`src/rtl/flash_pkg.sv`:
```
// flash_pkg: shared types and constants for the W25Q flash read sequencer.
package flash_pkg;
    typedef enum logic [3:0] {
        S_IDLE, S_CMD, S_A2, S_A1, S_A0, S_DSH, S_DRD, S_OUT, S_FIN, S_GAP
    } fr_state_t;
    localparam logic [7:0] OP_READ       = 8'h03;
    localparam logic [7:0] OP_RDSR1      = 8'h05;
    localparam logic [7:0] OP_RELEASE_PD = 8'hAB;
    localparam int TIMEOUT_DEF = 255;
    function automatic logic is_bus(fr_state_t s);
        return s inside {S_CMD, S_A2, S_A1, S_A0, S_DSH, S_DRD};
    endfunction
endpackage

```
`src/rtl/flash_read_seq_if.sv`:
```
// flash_read_seq_if: Wishbone byte port between the sequencer and spi_master.
interface flash_read_seq_if;
    logic       cyc;
    logic       stb;
    logic       we;
    logic [7:0] dat_w;
    logic [7:0] dat_r;
    logic       ack;
    modport master (output cyc, stb, we, dat_w, input dat_r, ack);
    modport slave  (input cyc, stb, we, dat_w, output dat_r, ack);
endinterface

```
`src/rtl/wb_byte_master.sv`:
```
// wb_byte_master: single-byte Wishbone cycle engine with an ack timeout.
module wb_byte_master import flash_pkg::*; #(
    parameter int TIMEOUT = TIMEOUT_DEF
) (
    input  logic       clk,
    input  logic       rst,
    input  logic       go,
    input  logic       we,
    input  logic [7:0] wdata,
    input  logic       ack,
    input  logic [7:0] bus_rdata,
    output logic       busy,
    output logic       bus_we,
    output logic [7:0] bus_wdata,
    output logic [7:0] rdata,
    output logic       ok,
    output logic       timeout
);
    logic [7:0] wait_cnt;
    always_ff @(posedge clk) begin
        if (rst) begin
            busy      <= 1'b0;
            bus_we    <= 1'b0;
            bus_wdata <= '0;
            wait_cnt  <= '0;
        end else if (go) begin
            busy      <= 1'b1;
            bus_we    <= we;
            bus_wdata <= wdata;
            wait_cnt  <= '0;
        end else if (busy) begin
            if (ack || timeout) busy <= 1'b0;
            else wait_cnt <= wait_cnt + 8'd1;
        end
    end
    // busy doubles as STB; ok/timeout are same-cycle so the caller reacts on the ack edge
    assign ok      = busy && ack;
    assign timeout = busy && !ack && wait_cnt == 8'(TIMEOUT - 1);
    assign rdata   = bus_rdata;
endmodule

```
`src/rtl/flash_read_seq.sv`:
```
// flash_read_seq: turns "read N bytes at A" into W25Q READ byte cycles on Wishbone
// and streams the returned bytes out on a valid/ready port.
module flash_read_seq import flash_pkg::*; #(
    parameter logic [7:0] READ_CMD   = OP_READ,
    parameter logic [7:0] DUMMY_BYTE = 8'h00,
    parameter int         TIMEOUT    = TIMEOUT_DEF
) (
    input  logic        CLK_I,
    input  logic        RST_I,
    input  logic        req_valid,
    output logic        req_ready,
    input  logic [23:0] req_addr,
    input  logic [15:0] req_len,
    output logic        byte_valid,
    input  logic        byte_ready,
    output logic [7:0]  byte_data,
    output logic        done,
    output logic        err,
    flash_read_seq_if.master wb
);
    fr_state_t   state, next;
    logic [23:0] addr;
    logic [15:0] remaining;
    logic        go, cyc, accept;
    logic        go_d, cyc_d, done_d;
    logic [7:0]  wr_data, byte_data_d;
    logic        wr_we;
    logic        busy, bus_we, ok, timeout;
    logic [7:0]  bus_wdata, rdata;

    wb_byte_master #(.TIMEOUT(TIMEOUT)) u_wbm (
        .clk       (CLK_I),
        .rst       (RST_I),
        .go        (go),
        .we        (wr_we),
        .wdata     (wr_data),
        .ack       (wb.ack),
        .bus_rdata (wb.dat_r),
        .busy      (busy),
        .bus_we    (bus_we),
        .bus_wdata (bus_wdata),
        .rdata     (rdata),
        .ok        (ok),
        .timeout   (timeout)
    );

    assign wb.cyc   = cyc;
    assign wb.stb   = busy;
    assign wb.we    = bus_we;
    assign wb.dat_w = bus_wdata;

    always_ff @(posedge CLK_I) begin
        if (RST_I) begin
            state      <= S_IDLE;
            go         <= 1'b0;
            cyc        <= 1'b0;
            req_ready  <= 1'b1;
            done       <= 1'b0;
            err        <= 1'b0;
            byte_valid <= 1'b0;
            byte_data  <= '0;
            addr       <= '0;
            remaining  <= '0;
        end else begin
            state      <= next;
            go         <= go_d;
            cyc        <= cyc_d;
            req_ready  <= next == S_IDLE;
            done       <= done_d;
            err        <= timeout;
            byte_valid <= next == S_OUT;
            byte_data  <= byte_data_d;
            if (accept && req_len != '0) begin
                addr      <= req_addr;
                remaining <= req_len;
            end else if (state == S_OUT && byte_ready) begin
                remaining <= remaining - 16'd1;
            end
        end
    end

    always_comb begin
        next = state;
        case (state)
            S_IDLE:  if (req_valid && req_len != '0) next = S_CMD;
            S_CMD:   if (ok) next = S_A2;
            S_A2:    if (ok) next = S_A1;
            S_A1:    if (ok) next = S_A0;
            S_A0:    if (ok) next = S_DSH;
            S_DSH:   if (ok) next = S_DRD;
            S_DRD:   if (ok) next = S_OUT;
            S_OUT:   if (byte_ready) next = (remaining == 16'd1) ? S_FIN : S_DSH;
            S_FIN:   next = S_GAP;
            default: next = S_IDLE;
        endcase
        if (timeout) next = S_GAP;
    end

    // go is registered on state entry, so STB rises one cycle after the state is entered
    always_comb begin
        accept      = state == S_IDLE && req_valid;
        go_d        = next != state && is_bus(next);
        cyc_d       = is_bus(next) || next == S_OUT;
        done_d      = (state == S_OUT && next == S_FIN) || (accept && req_len == '0);
        byte_data_d = (state == S_DRD && ok) ? rdata : byte_data;
        wr_we       = state != S_DRD;
        wr_data     = state == S_CMD ? READ_CMD :
                      state == S_A2  ? addr[23:16] :
                      state == S_A1  ? addr[15:8] :
                      state == S_A0  ? addr[7:0] : DUMMY_BYTE;
    end
endmodule

```
`src/flat_wrapper.sv`:
```
// flat-port wrapper written by rule: the top's interface ports become plain ports
module flash_read_seq_flat import flash_pkg::*;
#(
    parameter logic [7:0] READ_CMD   = OP_READ,
    parameter logic [7:0] DUMMY_BYTE = 8'h00,
    parameter int         TIMEOUT    = TIMEOUT_DEF
)
  (CLK_I, RST_I, req_valid, req_ready, req_addr, req_len, byte_valid, byte_ready, byte_data, done, err, wb_cyc, wb_stb, wb_we, wb_dat_w, wb_dat_r, wb_ack);
  flash_read_seq_if wb_i ();
  input  logic CLK_I;
  input  logic RST_I;
  input  logic req_valid;
  output logic req_ready;
  input  logic [23:0] req_addr;
  input  logic [15:0] req_len;
  output logic byte_valid;
  input  logic byte_ready;
  output logic [7:0] byte_data;
  output logic done;
  output logic err;
  output wire logic [$bits(wb_i.cyc)-1:0] wb_cyc;
  output wire logic [$bits(wb_i.stb)-1:0] wb_stb;
  output wire logic [$bits(wb_i.we)-1:0] wb_we;
  output wire logic [$bits(wb_i.dat_w)-1:0] wb_dat_w;
  input wire logic [$bits(wb_i.dat_r)-1:0] wb_dat_r;
  input wire logic [$bits(wb_i.ack)-1:0] wb_ack;
  assign wb_cyc = wb_i.cyc;
  assign wb_stb = wb_i.stb;
  assign wb_we = wb_i.we;
  assign wb_dat_w = wb_i.dat_w;
  assign wb_i.dat_r = wb_dat_r;
  assign wb_i.ack = wb_ack;
  flash_read_seq #(.READ_CMD(READ_CMD), .DUMMY_BYTE(DUMMY_BYTE), .TIMEOUT(TIMEOUT)) u_core (.CLK_I(CLK_I), .RST_I(RST_I), .req_valid(req_valid), .req_ready(req_ready), .req_addr(req_addr), .req_len(req_len), .byte_valid(byte_valid), .byte_ready(byte_ready), .byte_data(byte_data), .done(done), .err(err), .wb(wb_i));
endmodule
```
`config.mk`:
```
export PLATFORM = sky130hd
export DESIGN_NAME = flash_read_seq_flat
export DESIGN_NICKNAME = d
export VERILOG_FILES = /design/src/rtl/flash_pkg.sv /design/src/rtl/flash_read_seq_if.sv /design/src/rtl/wb_byte_master.sv /design/src/rtl/flash_read_seq.sv /design/src/flat_wrapper.sv
export SDC_FILE = /design/constraint.sdc
export NUM_CORES = 1
export LEC_CHECK = 0
export ABC_CLOCK_PERIOD_IN_PS = 2100
export BUFFER_PORTS_ARGS = -buffer_cell sky130_fd_sc_hd__buf_2
export CORE_UTILIZATION = 49
export CTS_CLUSTER_SIZE = 28
export DETAILED_ROUTE_END_ITERATION = 7
export PLACE_DENSITY = 0.75
export SYNTH_ARGS = -nofsm -noshare
export SYNTH_HDL_FRONTEND = slang
export SYNTH_HIERARCHICAL = 1
export SYNTH_SLANG_ARGS = --single-unit
```
`constraint.sdc`:
```
create_clock -name CLK_I -period 2.1 [get_ports CLK_I]
set_input_delay 0.42 -clock CLK_I [delete_from_list [all_inputs] [get_ports CLK_I]]
set_output_delay 0.42 -clock CLK_I [all_outputs]
set_load 0.01 [all_outputs]
```
==> key figures <==
Drt
  – 1st-iter DRT viols: 356
  – Remaining DRCs: 0
  – Wirelength, routed: 9.19 mm
  – Post-route ant nets: 0
  – Via count: 3,540
  – Via/cell ratio: 5.55
  – WL/cell: 14.4 um
  – Pre-antenna DRT Iters: 5

Min path
  – Worst Hold Class: in -> reg
  – WHS Path Cells: 3

Global route
  – GR peak layer: met2
  – GRT Total Usage: 23.8%
  – Total gr overflow: 0
  – Vias in the first global route: 3,190
  – GR Util met1: 29.5%
  – Largest net degree at the start of global routing: 38
  – Met2 Resource Use GR: 39.5%
  – Initial antenna violation count: 0
  – First-pass GRT wire length: 14.6 mm
  – M3 GR Usage: 6.83%

STA
  – Fin. max-slew vios: 0
  – Hold Vio Cnt, Final: 0
  – Relative slew slack: 63.6%
  – Min cycle time layout: 2.05 ns
  – Setup tns final: 0 ns
  – Clock skew: 0.00771 ns
  – PnR worst setup slack: 0.0498 ns
  – Final period utilization: 97.6%
  – Worst Max-Slew Pin Slew: 0.545 ns
  – Final setup violation count: 0
  – Achievable Freq: 488 MHz

CTS
  – CTS root buf: clkbuf_8
  – Worst-case clock buffer depth: 2
  – Clk_lat worst skew: 0.36 ns
  – Clock sinks: 76
  – Num CTS Buffers: 9
  – Max H-tree Level: 3
  – Post-CTS Setup Inserts: 0
  – Post-cts sizing count: 0
  – CTS tree: yes
  – Worst-path clk slew: 0.08 ns
  – Post-CTS Hold Fix Bufs: 0

Worst setup path
  – Worst setup path category: reg -> reg
  – CP Capture Type: flip-flop
  – Critical path required time: 2.36 ns
  – CP Max Fanout: 6
  – Worst endpoint data arrival time: 2.31 ns
  – Register-to-Register Path Depth: 7
  – Worst Setup Start Kind: flip-flop

Logic synthesis
  – Area contributors post-synth: dfxtp_1 (41%), a21oi_1 (7.5%), nand2_1 (5.8%)
  – Post-Syn Instances: 449
  – Yosys top cell area share: 40.9%
  – Synth Register Bits: 76
  – Register area share after synthesis: 40.9%
  – Area leader, netlist: dfxtp_1
  – Yosys cell types: 62
  – Syn Area/Cell: 8.29 um2
  – Mapped Area: 0.00372 mm2
  – Synthesized Nets: 506
  – Yosys warnings: 6
  – Number of enable flip-flop cells after synthesis: 0
  – Predominant post-synthesis flop cell: dfxtp_1
  – Ys async rst share: 0%

Placement
  – Place WS: -0.165 ns
  – DP Cell Count: 622
  – Post-DP HPWL: 6.68 mm
  – Number of port buffers: 75
  – GPL Wtd Cong: 0.884

Flow run
  – Max-cap violations: 0

Die
  – FP Rows: 31
  – Die X: 89.2 um
  – Die Span Y: 89.2 um
  – DIE AREA: 0.00795 mm2
  – Core area: 0.00729 mm2
  – Starting density of the core: 51.1%
  – Ports: 76

Layout
  – Most frequent cells in the layout: buf_2 (75), dfxtp_1 (75), nand2_1 (58)
  – Fraction of layout cells with a size suffix above 1: 26.7%
  – Antenna cell count: 0
  – Nets: 591
  – Fin cells: 638
  – Syn-to-layout area delta: 21.7%

Power and ir drop
  – IR drop worst, VDD: 0.000413 V
  – Power Density: 719 mW/mm2
  – Leakage: 1.89 nW

Outcome
  – Status: finished clean
[state kept, by name (all words and copies together) (netlist names), 4 cells and up]
name	count
u_core/state	4
u_core/u_wbm/bus_wdata	8
u_core/remaining	16
u_core/u_wbm/wait_cnt	8
u_core/addr	24
u_core/byte_data	8
[worst max-delay path, cell delays in order, from the launching register on]
cell and delay, ns:
dfxtp_2 0.35, and2_2 0.24, or3b_1 0.40, a21oi_2 0.19, a221oi_2 0.07, buf_4 0.16, o31a_1 0.28, o221a_1 0.25
[cells in the mapped netlist (all sizes together), types with 2 or more instances]
cell	n
dfxtp	76
nand2	59
a21oi	56
nor2	52
buf	24
mux2i	18
nand2b	13
nor3	13
nand3	11
clkbuf	10
nor4	9
a22oi	8
o21ai	8
inv	7
nand4	7
nor2b	6
a221oi	4
a2bb2oi	4
ha	4
o211ai	4
xor2	4
a211oi	3
a31oi	3
and2	3
and3	3
nor3b	3
o22a	3
or3	3
or3b	3
xnor2	3
and4b	2
o22ai	2
o311ai	2
o31ai	2
o41ai	2
or2	2
[cell type report]
type | count | area (um2)
Fill cell | 658 | 2760
Sequential cell | 76 | 1520
Timing Repair Buffer | 108 | 636
Clock buffer | 10 | 138
Tap cell | 99 | 124
Multi-Input combinational cell | 332 | 2020
Inverter | 7 | 26.3
Clock inverter | 6 | 71.3
[per-layer routing]
layer  share of wire, %  vias up
li1                   -     1757
met1                 44     1656
met2                 48      116
met3                5.9       11
met4                1.5        0
met5                  0        -
[report_power, final]
part           switching [mW]  internal [mW]  leakage [nW]
clock                   0.578          0.591        0.0995
combinational           0.275          0.231          1.17
sequential             0.0718           1.51         0.620
[through the flow]
stage                     util [%]  power, mW  hold slack [ns]  instance area [um2]
after floorplan                  -       1.93            0.431                 3730
after global placement        59.0       2.09            0.437                 4300
after detailed placement      59.0       2.11            0.442                 4300
after CTS                     61.9       3.28            0.278                 4510
after global routing          62.2       3.40            0.282                 4530
final                         62.2       3.26            0.291                 4530
[cell families after synthesis]
| group | count (synthesis) | share of synthesized area, % |
|---|---|---|
| AND/OR/NAND/NOR | 193 | 26.4 |
| AO/OA/AOI/OAI | 110 | 19.2 |
| flip-flops | 76 | 40.9 |
| buffers and inverters | 41 | 5.68 |
| multiplexers | 18 | 4.84 |
| XOR/XNOR | 7 | 1.65 |
| adder cells (fa/ha/maj) | 4 | 1.34 |
[path summary, 6_finish.rpt]
check,start,endpoint,slack (ns)
max,u_core/u_wbm/busy,u_core/go,0.05
max reg2reg,u_core/u_wbm/busy,u_core/go,0.05
min,req_addr[5],u_core/addr[5],0.29
min reg2reg,u_core/addr[18],u_core/addr[18],0.45
Note: power is estimated with default switching activity, not from simulation.
